==> config.mk <==
export PLATFORM = sky130hd
export DESIGN_NAME = multicycle_adder_flat
export DESIGN_NICKNAME = d
export VERILOG_FILES = /design/src/rtl/multicycle_adder_if.sv /design/src/rtl/multicycle_adder.sv /design/src/flat_wrapper.sv
export SDC_FILE = /design/constraint.sdc
export NUM_CORES = 1
export LEC_CHECK = 0
export BUFFER_PORTS_ARGS = -buffer_cell sky130_fd_sc_hd__buf_4
export CAP_MARGIN = 10
export CORE_MARGIN = 2
export CORE_UTILIZATION = 60
export CTS_CLUSTER_SIZE = 40
export DETAILED_ROUTE_END_ITERATION = 7
export PLACE_DENSITY_LB_ADDON = 0.08
export SLEW_MARGIN = 40
export SYNTH_ARGS = -nofsm -noshare
export SYNTH_HDL_FRONTEND = slang
export SYNTH_SLANG_ARGS = --single-unit
==> constraint.sdc <==
create_clock -name Clk -period 6.8 [get_ports Clk]
set_input_delay 0 -clock Clk [delete_from_list [all_inputs] [get_ports Clk]]
set_output_delay 0 -clock Clk [all_outputs]
set_load 0.01 [all_outputs]
==> src/rtl/multicycle_adder_if.sv <==
// Operand/result bundle for the segment-serial adder.
// The master drives the request; the slave returns the registered result and its status.
interface multicycle_adder_if #(
    parameter int WIDTH = 16
);
    logic             Start;
    logic             Sub;
    logic [WIDTH-1:0] A;
    logic [WIDTH-1:0] B;
    logic [WIDTH-1:0] S;
    logic             C_out;
    logic             Overflow;
    logic             Busy;
    logic             Done;

    modport master (
        output Start, Sub, A, B,
        input  S, C_out, Overflow, Busy, Done
    );

    modport slave (
        input  Start, Sub, A, B,
        output S, C_out, Overflow, Busy, Done
    );
endinterface

==> src/rtl/multicycle_adder.sv <==
// Adds or subtracts two WIDTH-bit operands SEG bits per clock.
// The result, carry and overflow appear on S only once the whole word has been summed.
module multicycle_adder #(
    parameter int WIDTH = 16,
    parameter int SEG   = 4
) (
    input  logic              Clk,
    input  logic              Reset,
    multicycle_adder_if.slave bus
);
    localparam int NSEG = WIDTH / SEG;
    localparam int CW   = (NSEG > 1) ? $clog2(NSEG) : 1;

    typedef enum logic [1:0] {
        IDLE = 2'd0,
        RUN  = 2'd1,
        DONE = 2'd2
    } state_t;

    state_t           state_r;
    logic [WIDTH-1:0] a_r;
    logic [WIDTH-1:0] b_r;
    logic [WIDTH-1:0] sum_r;
    logic [WIDTH-1:0] s_r;
    logic [CW-1:0]    cnt_r;
    logic             carry_r;
    logic             c_out_r;
    logic             overflow_r;
    logic             busy_r;
    logic             done_r;

    logic [SEG:0]     seg_sum_s;
    logic [WIDTH-1:0] next_sum_s;
    logic             last_s;

    // Current segment sum and the partial word it produces.
    always_comb begin
        seg_sum_s  = {1'b0, a_r[cnt_r*SEG +: SEG]} + {1'b0, b_r[cnt_r*SEG +: SEG]}
                   + {{SEG{1'b0}}, carry_r};
        next_sum_s = sum_r;
        next_sum_s[cnt_r*SEG +: SEG] = seg_sum_s[SEG-1:0];
        last_s     = (cnt_r == CW'(NSEG - 1));
    end

    // Control FSM with datapath registers; B is pre-inverted and carry seeded so Sub becomes A + ~B + 1.
    always_ff @(posedge Clk or posedge Reset) begin
        if (Reset) begin
            state_r    <= IDLE;
            a_r        <= '0;
            b_r        <= '0;
            sum_r      <= '0;
            s_r        <= '0;
            cnt_r      <= '0;
            carry_r    <= 1'b0;
            c_out_r    <= 1'b0;
            overflow_r <= 1'b0;
            busy_r     <= 1'b0;
            done_r     <= 1'b0;
        end else begin
            case (state_r)
                IDLE: begin
                    done_r <= 1'b0;
                    if (bus.Start) begin
                        a_r     <= bus.A;
                        b_r     <= bus.B ^ {WIDTH{bus.Sub}};
                        carry_r <= bus.Sub;
                        cnt_r   <= '0;
                        busy_r  <= 1'b1;
                        state_r <= RUN;
                    end
                end
                RUN: begin
                    sum_r   <= next_sum_s;
                    carry_r <= seg_sum_s[SEG];
                    cnt_r   <= cnt_r + CW'(1);
                    if (last_s) begin
                        s_r        <= next_sum_s;
                        c_out_r    <= seg_sum_s[SEG];
                        // Carry into the MSB is recovered from the MSB's own sum bit.
                        overflow_r <= a_r[WIDTH-1] ^ b_r[WIDTH-1] ^ next_sum_s[WIDTH-1]
                                    ^ seg_sum_s[SEG];
                        done_r     <= 1'b1;
                        state_r    <= DONE;
                    end
                end
                DONE: begin
                    done_r  <= 1'b0;
                    busy_r  <= 1'b0;
                    state_r <= IDLE;
                end
                default: begin
                    done_r  <= 1'b0;
                    busy_r  <= 1'b0;
                    state_r <= IDLE;
                end
            endcase
        end
    end

    assign bus.S        = s_r;
    assign bus.C_out    = c_out_r;
    assign bus.Overflow = overflow_r;
    assign bus.Busy     = busy_r;
    assign bus.Done     = done_r;
endmodule

==> src/flat_wrapper.sv <==
// flat-port wrapper written by rule: the top's interface ports become plain ports
module multicycle_adder_flat 
#(
    parameter int WIDTH = 16,
    parameter int SEG   = 4
)
  (Clk, Reset, bus_Start, bus_Sub, bus_A, bus_B, bus_S, bus_C_out, bus_Overflow, bus_Busy, bus_Done);
  multicycle_adder_if #(.WIDTH(WIDTH)) bus_i ();
  input  logic Clk;
  input  logic Reset;
  input wire logic [$bits(bus_i.Start)-1:0] bus_Start;
  input wire logic [$bits(bus_i.Sub)-1:0] bus_Sub;
  input wire logic [$bits(bus_i.A)-1:0] bus_A;
  input wire logic [$bits(bus_i.B)-1:0] bus_B;
  output wire logic [$bits(bus_i.S)-1:0] bus_S;
  output wire logic [$bits(bus_i.C_out)-1:0] bus_C_out;
  output wire logic [$bits(bus_i.Overflow)-1:0] bus_Overflow;
  output wire logic [$bits(bus_i.Busy)-1:0] bus_Busy;
  output wire logic [$bits(bus_i.Done)-1:0] bus_Done;
  assign bus_i.Start = bus_Start;
  assign bus_i.Sub = bus_Sub;
  assign bus_i.A = bus_A;
  assign bus_i.B = bus_B;
  assign bus_S = bus_i.S;
  assign bus_C_out = bus_i.C_out;
  assign bus_Overflow = bus_i.Overflow;
  assign bus_Busy = bus_i.Busy;
  assign bus_Done = bus_i.Done;
  multicycle_adder #(.WIDTH(WIDTH), .SEG(SEG)) u_core (.Clk(Clk), .Reset(Reset), .bus(bus_i));
endmodule
[Word level (Yosys, flattened, before mapping)]
Index checks and enable logic that the tools add are counted.
Storage, ports and cells
  register bits after elaboration: 73
  latch bits: 0
  bits in writable memories: 0
  memory bits (read-only): 0
  input bits: 36
  output and inout port bits: 20
  word-level logic and storage cells: 47
  memories kept: 0
Operators by class
  $add $sub $neg: 4
  multipliers: 0
  divide/modulo/power cells: 0
  order comparisons: 0
  eq/ne operators: 4
  shift-type cells: 4
  muxes and demuxes: 12
  bitwise operators: 5
  reductions and logical operators: 7
Operators with widths (number)
  negation 4 -> 34 bit: 1
  variable shift 4 x 34 -> 16 bit, first input constant: 1
  indexed part select 4 x 34 -> 16 bit: 1
  indexed part select 16 x 5 -> 4 bit: 2
  bitwise mux 16 bit: 1
  bitwise XOR 16 bit: 1
  AND reduction 2 bit: 5
  case mux 2 bit (2 select lines): 2
  two-way mux 2 bit: 3
  adder 4 x 4 -> 5 bit: 1
  adder 5 x 1 -> 5 bit: 1
  two-way mux 1 bit: 4
  case mux 1 bit (2 select lines): 2
  bitwise XOR 1 bit: 3
  adder 2 x 1 -> 2 bit, second input constant: 1
  equality test 2 x 1 -> 1 bit, second input constant: 1
  equality test 2 bit, second input constant: 1
  zero test 2 bit: 1
  inequality test 2 x 1 -> 1 bit, second input constant: 1
  inequality test 2 bit, second input constant: 1
  nonzero test 2 bit: 1
  NOT 1 bit: 1

[Depth between registers and ports, before layout]
  depth after elaboration: 7
  depth in mapped cells: 10
  gate-level depth less buffers: 9

[Worst setup path before layout]
Ideal clock, no wire load.
  path kind: register -> register
  start point: register u_core.cnt_r[0]
  end point: register u_core.overflow_r, in the netlist u_core.bus.Overflow
  setup time: 0.126 ns
  data arrival time: 2.564 ns
  data required time: 6.674 ns
  slack: 4.111 ns
  cell stages (with the launch flop): 11
  path buffers: 1
  clock period less this slack: 2.689 ns
  cell sequence: dfrtp_1 buf_2 mux4_2 fa_1 inv_1 fa_1 nand2b_1 o2bb2ai_1 xnor2_1 xnor2_1 o21ai_1
Between the ends
  longest elaborated chain between the ends: 7
  elaborated cells on any way between the ends: 12
  classes of those cells: 3 x add/sub; 1 x eq/ne; 4 x shift; 1 x mux; 2 x bitwise; 1 x reduce/logical
Ends and longest elaborated chain
  from (decl): RTL line multicycle_adder.sv:25  | logic [CW-1:0] cnt_r;
  from (signal assigned): RTL line multicycle_adder.sv:75  | cnt_r <= cnt_r + CW'(1);
  indexed part select 16 x 5 -> 4 bit: RTL line multicycle_adder.sv:38  | seg_sum_s = {1'b0, a_r[cnt_r*SEG +: SEG]} + {1'b0, b_r[cnt_r*SEG +: SEG]}
  adder 4 x 4 -> 5 bit: RTL line multicycle_adder.sv:38
  adder 5 x 1 -> 5 bit: RTL line multicycle_adder.sv:39  | + {{SEG{1'b0}}, carry_r};
  indexed part select 4 x 34 -> 16 bit: RTL line multicycle_adder.sv:41  | next_sum_s[cnt_r*SEG +: SEG] = seg_sum_s[SEG-1:0];
  bitwise mux 16 bit: RTL line multicycle_adder.sv:41
  bitwise XOR 1 bit: RTL line multicycle_adder.sv:80  | overflow_r <= a_r[WIDTH-1] ^ b_r[WIDTH-1] ^ next_sum_s[WIDTH-1]
  bitwise XOR 1 bit: RTL line multicycle_adder.sv:81  | ^ seg_sum_s[SEG];
  to (signal assigned): RTL line multicycle_adder.sv:80
  to (decl): RTL line multicycle_adder.sv:28  | logic overflow_r;
Parallel ways exist; a longest one is shown, timed or not.
A chain may end at the register's enable or synchronous reset.

[Worst setup path in the final report]
  start point: register u_core.cnt_r[0]
  end point: register u_core.sum_r[5]
Between the ends
  longest elaborated chain between the ends: 5
  elaborated cells on any way between the ends: 8
  classes of those cells: 3 x add/sub; 4 x shift; 1 x mux
Ends and longest elaborated chain
  indexed part select 16 x 5 -> 4 bit: RTL line multicycle_adder.sv:38
  adder 4 x 4 -> 5 bit: RTL line multicycle_adder.sv:38
  adder 5 x 1 -> 5 bit: RTL line multicycle_adder.sv:39
  indexed part select 4 x 34 -> 16 bit: RTL line multicycle_adder.sv:41
  bitwise mux 16 bit (*): RTL line multicycle_adder.sv:41
  to (signal assigned): RTL line multicycle_adder.sv:73  | sum_r <= next_sum_s;
  to (decl): RTL line multicycle_adder.sv:23  | logic [WIDTH-1:0] sum_r;
Mark *: on every way between the ends. The rest lies on a longest branch, timed or not.

==> reports/summary.txt <==
====================================================================================================
Run status ............................................................................ complete, no violations
Overall Global Routing Usage ..........................................................        27.2%
Number of register bits inferred by synthesis .........................................           73
Switch Pwr ............................................................................     0.949 mW
Leakage power summed over all cells ...................................................      1.98 nW
TritonCTS clock tree ..................................................................          yes
Nets in the synthesized netlist .......................................................          342
Die area ..............................................................................    6370 um^2
Total of buffers placed on input and output ports .....................................           55
Area growth from synthesis to layout ..................................................        29.4%
Final count of negative-setup-slack endpoints .........................................            0
Floorplan core area ...................................................................    5540 um^2
Number of I/O pins ....................................................................           56
Total Negative Setup Slacks ...........................................................         0 ns
Total overflow reported by the global router ..........................................            0
Worst slew slack as a fraction of its limit ...........................................        53.7%
Most used flip-flop cell after synthesis .............................................. sky130_fd_sc_hd__dfrtp_1
Total wirelength of the detailed-routed design ........................................      7760 um
Class of the most critical setup path ................................................. register to register
Initial detailed-routing violation count ..............................................          193
Post-synth top cells .................................................................. sky130_fd_sc_hd__dfrtp_1, sky130_fd_sc_hd__nand2_1, sky130_fd_sc_hd__a21oi_1, sky130_fd_sc_hd__nor2_1
Cell variety after synth ..............................................................           33
Internal power summed over all cells ..................................................      1.29 mW
Number of remaining DRC errors ........................................................            0
Startpoint types ......................................................................     register
Vias per cell .........................................................................         5.60
Clock root cell ....................................................................... sky130_fd_sc_hd__clkbuf_8
Number of buffers created by CTS ......................................................            9
Horizontal extent of the die ..........................................................      79.8 um
CP Capture Type .......................................................................     register
Ratio of cells with drive above 1 in the final layout .................................        28.1%
Largest net degree at the start of global routing .....................................           74
Crit Path Max Fanout ..................................................................           16
Worst-Margin Slew .....................................................................     0.693 ns
Yosys warns ...........................................................................            0
Clock Sink Count ......................................................................           73
CP dominant cell by count ............................................................. sky130_fd_sc_hd__fa_1
Post-CTS repair timing setup buffer count .............................................            0
Clock Tree Buf Depth ..................................................................            2
Flop pwr share ........................................................................        34.6%
Initial core utilization ..............................................................        62.2%
Peak ir drop on the vdd network .......................................................   0.000340 V
Number of nets in the layout ..........................................................          430
Count of endpoints failing hold in the final timing report ............................            0
Count of cells resized by post-cts repair .............................................            0
Final setup slack of the worst path ...................................................      4.01 ns
Routed length per instance ............................................................      16.9 um
Clock insertion delay at the later pin of the skew report .............................      0.35 ns
Critical-path top delay cell .......................................................... sky130_fd_sc_hd__dfrtp_2
Standard-cell rows ....................................................................           27
Via count of the first global-routing pass ............................................         2657
Switching portion of total power ......................................................        42.4%
Setup Skew ............................................................................   0.00848 ns
Top cell type by total area after synthesis ........................................... sky130_fd_sc_hd__dfrtp_1
Relative contribution of the clock network to total power .............................        13.7%
Clock-pin slew reported for the worst setup and hold paths after clock tree synthesis .      0.07 ns
Antenna violations before repair ......................................................            0
Weighted congestion at the end of routability-driven global placement .................        0.821
Number of cells produced by synthesis .................................................          295
Post-Place Worst Slack ................................................................      3.75 ns
Diode count ...........................................................................            0
Y dimension of the die ................................................................      79.8 um
Post-CTS Hold Fix Bufs ................................................................           33
Minimum clock period after layout .....................................................      2.79 ns
Area share of the largest cell type after synthesis ...................................        53.0%
Register-to-Register Setup Slack ......................................................      4.01 ns
Count of nets left with antenna violations after detail routing .......................            0
Fin crit share ........................................................................        41.0%
Cells taking the most area after synthesis ............................................ sky130_fd_sc_hd__dfrtp_1, sky130_fd_sc_hd__mux2_2, sky130_fd_sc_hd__mux4_2
RSZ-0062 raised after global routing ..................................................           no
Top-count cell post-synth ............................................................. sky130_fd_sc_hd__dfrtp_1
Async set-reset flop share out of synthesis ...........................................         100%
Number of enable-type register cells in the synthesized netlist .......................            0
Post-Synthesis Mean Instance Area .....................................................    11.7 um^2
Max capacitance violation total .......................................................            0
Final count of pins violating max slew ................................................            0
Placed wire-length estimate ...........................................................      4710 um
Worst min-delay path category ......................................................... input port to register
Arrival time of the worst setup path ..................................................      3.08 ns
Detailed-route via count ..............................................................         2576
Max incr delay on CP ..................................................................      0.64 ns
Comb pwr share ........................................................................        51.7%
CP Cell Sequence ...................................................................... mux4_2 -> fa_1 -> inv_1 -> fa_1 -> nor2_1 -> a22o_1
Sequential-to-total area share from yosys stat ........................................        53.0%
Global-route wire length before repair ................................................     12800 um
Cell Area, Synth ......................................................................    3450 um^2
Data required time at the worst endpoint ..............................................      7.09 ns
Highest achievable clock rate .........................................................    0.359 GHz
CTS H-Tree Depth ......................................................................            3
Length of the first detailed-routing pass in iterations ...............................            4
Power per Cell Area ...................................................................  502 nW/um^2
====================================================================================================
-- flip-flops by register name, indices dropped and copies added (netlist names) --
register	flops
u_core.bus.C_out	1
u_core.a_r	16
u_core.bus.S	16
u_core.bus.Busy	1
u_core.bus.Overflow	1
u_core.state_r	2
u_core.bus.Done	1
u_core.sum_r	16
u_core.b_r	16
u_core.carry_r	1
u_core.cnt_r	2
-- cell families (layout without fill, tap and decap cells) --
family / count (synthesis) / in the layout / share of synthesized area (%)
AOI/OAI and AO/OA: 76 / 76 / 14.9
xor gates and xnor gates: 20 / 20 / 5.08
adders and majority gates: 11 / 11 / 4.43
buffers and inverters: 29 / 122 / 3.23
DFF: 73 / 73 / 53.0
muxes: 25 / 25 / 10.8
and+or+nand+nor: 61 / 61 / 8.60
-- worst max-delay path, delay by kind of cell, from the launching register on --
kind | cells | cell delay [ns]
AOI/OAI and AO/OA | 1 | 0.21
adders and majority gates | 2 | 0.87
buffers and inverters | 1 | 0.08
DFF | 1 | 0.64
muxes | 1 | 0.58
and+or+nand+nor | 1 | 0.34
-- final cells by class --
class / count / area (um^2)
Clock buffer: 13 / 159
Multi-Input combinational cell: 193 / 1530
Timing Repair Buffer: 92 / 792
Sequential cell: 73 / 1830
Fill cell: 340 / 1080
Inverter: 14 / 52.6
Tap cell: 72 / 90.1
Clock inverter: 3 / 15.0
-- metal layers --
metal	part of all wire, %	up-vias	global-route usage [%]
met5	0	-	0
met4	3.0	0	13.2
met3	4.8	22	5.77
met2	52	91	48.0
met1	40	1241	31.5
li1	-	1222	-
-- cell usage in the layout (no fill, tap or decap), types with 2 or more instances in the layout --
| master | instances |
|---|---|
| sky130_fd_sc_hd__dlygate4sd3_1 | 33 |
| sky130_fd_sc_hd__xnor2_1 | 19 |
| sky130_fd_sc_hd__a21oi_1 | 22 |
| sky130_fd_sc_hd__clkbuf_1 | 2 |
| sky130_fd_sc_hd__a22o_1 | 9 |
| sky130_fd_sc_hd__ha_1 | 9 |
| sky130_fd_sc_hd__nor2b_1 | 4 |
| sky130_fd_sc_hd__buf_4 | 56 |
| sky130_fd_sc_hd__mux2_2 | 17 |
| sky130_fd_sc_hd__fa_1 | 2 |
| sky130_fd_sc_hd__clkinv_2 | 3 |
| sky130_fd_sc_hd__buf_8 | 2 |
| sky130_fd_sc_hd__nand2_1 | 25 |
| sky130_fd_sc_hd__inv_2 | 2 |
| sky130_fd_sc_hd__dfrtp_1 | 72 |
| sky130_fd_sc_hd__inv_1 | 12 |
| sky130_fd_sc_hd__o22ai_1 | 2 |
| sky130_fd_sc_hd__mux4_2 | 8 |
| sky130_fd_sc_hd__o21ai_0 | 19 |
| sky130_fd_sc_hd__nor2_1 | 21 |
| sky130_fd_sc_hd__nor4b_2 | 4 |
| sky130_fd_sc_hd__a22oi_1 | 12 |
| sky130_fd_sc_hd__clkbuf_8 | 11 |
| sky130_fd_sc_hd__a32o_1 | 7 |
-- power groups by stage --
stage	clock network, mW	logic (mW)	registers, mW
after floorplan	0	0.809	0.736
after CTS	0.309	1.15	0.768
final	0.306	1.16	0.775
after global routing	0.326	1.29	0.795
after global placement	0	1.09	0.767
after detailed placement	0	1.13	0.776
-- metrics by stage --
| step | power [mW] | util [%] | cells | hold slack, ns | instance area [um^2] |
|---|---|---|---|---|---|
| CTS | 2.23 | 80.5 | 460 | 0.0498 | 4460 |
| global route | 2.41 | 80.6 | 460 | 0.0852 | 4460 |
| floorplan | 1.54 | - | 295 | 0.152 | 3450 |
| global placement | 1.85 | 70.7 | 409 | 0.233 | 3920 |
| finish | 2.24 | 80.6 | 460 | 0.0540 | 4460 |
| detailed placement | 1.91 | 71.4 | 411 | 0.217 | 3960 |
-- worst paths after layout --
path / to / cells past startpoint / from
setup / recovery: u_core.sum_r[5] / 6 / u_core.cnt_r[0]
hold / removal: u_core.cnt_r[0] / 4 / bus_Start
setup reg to reg: u_core.sum_r[5] / 6 / u_core.cnt_r[0]
hold reg to reg: u_core.bus.S[0] / 2 / u_core.bus.S[0]
max in group asynchronous: u_core.cnt_r[0] / 4 / Reset
min in group asynchronous: u_core.b_r[0] / 4 / Reset
Note: power is estimated with default switching activity, not from simulation.
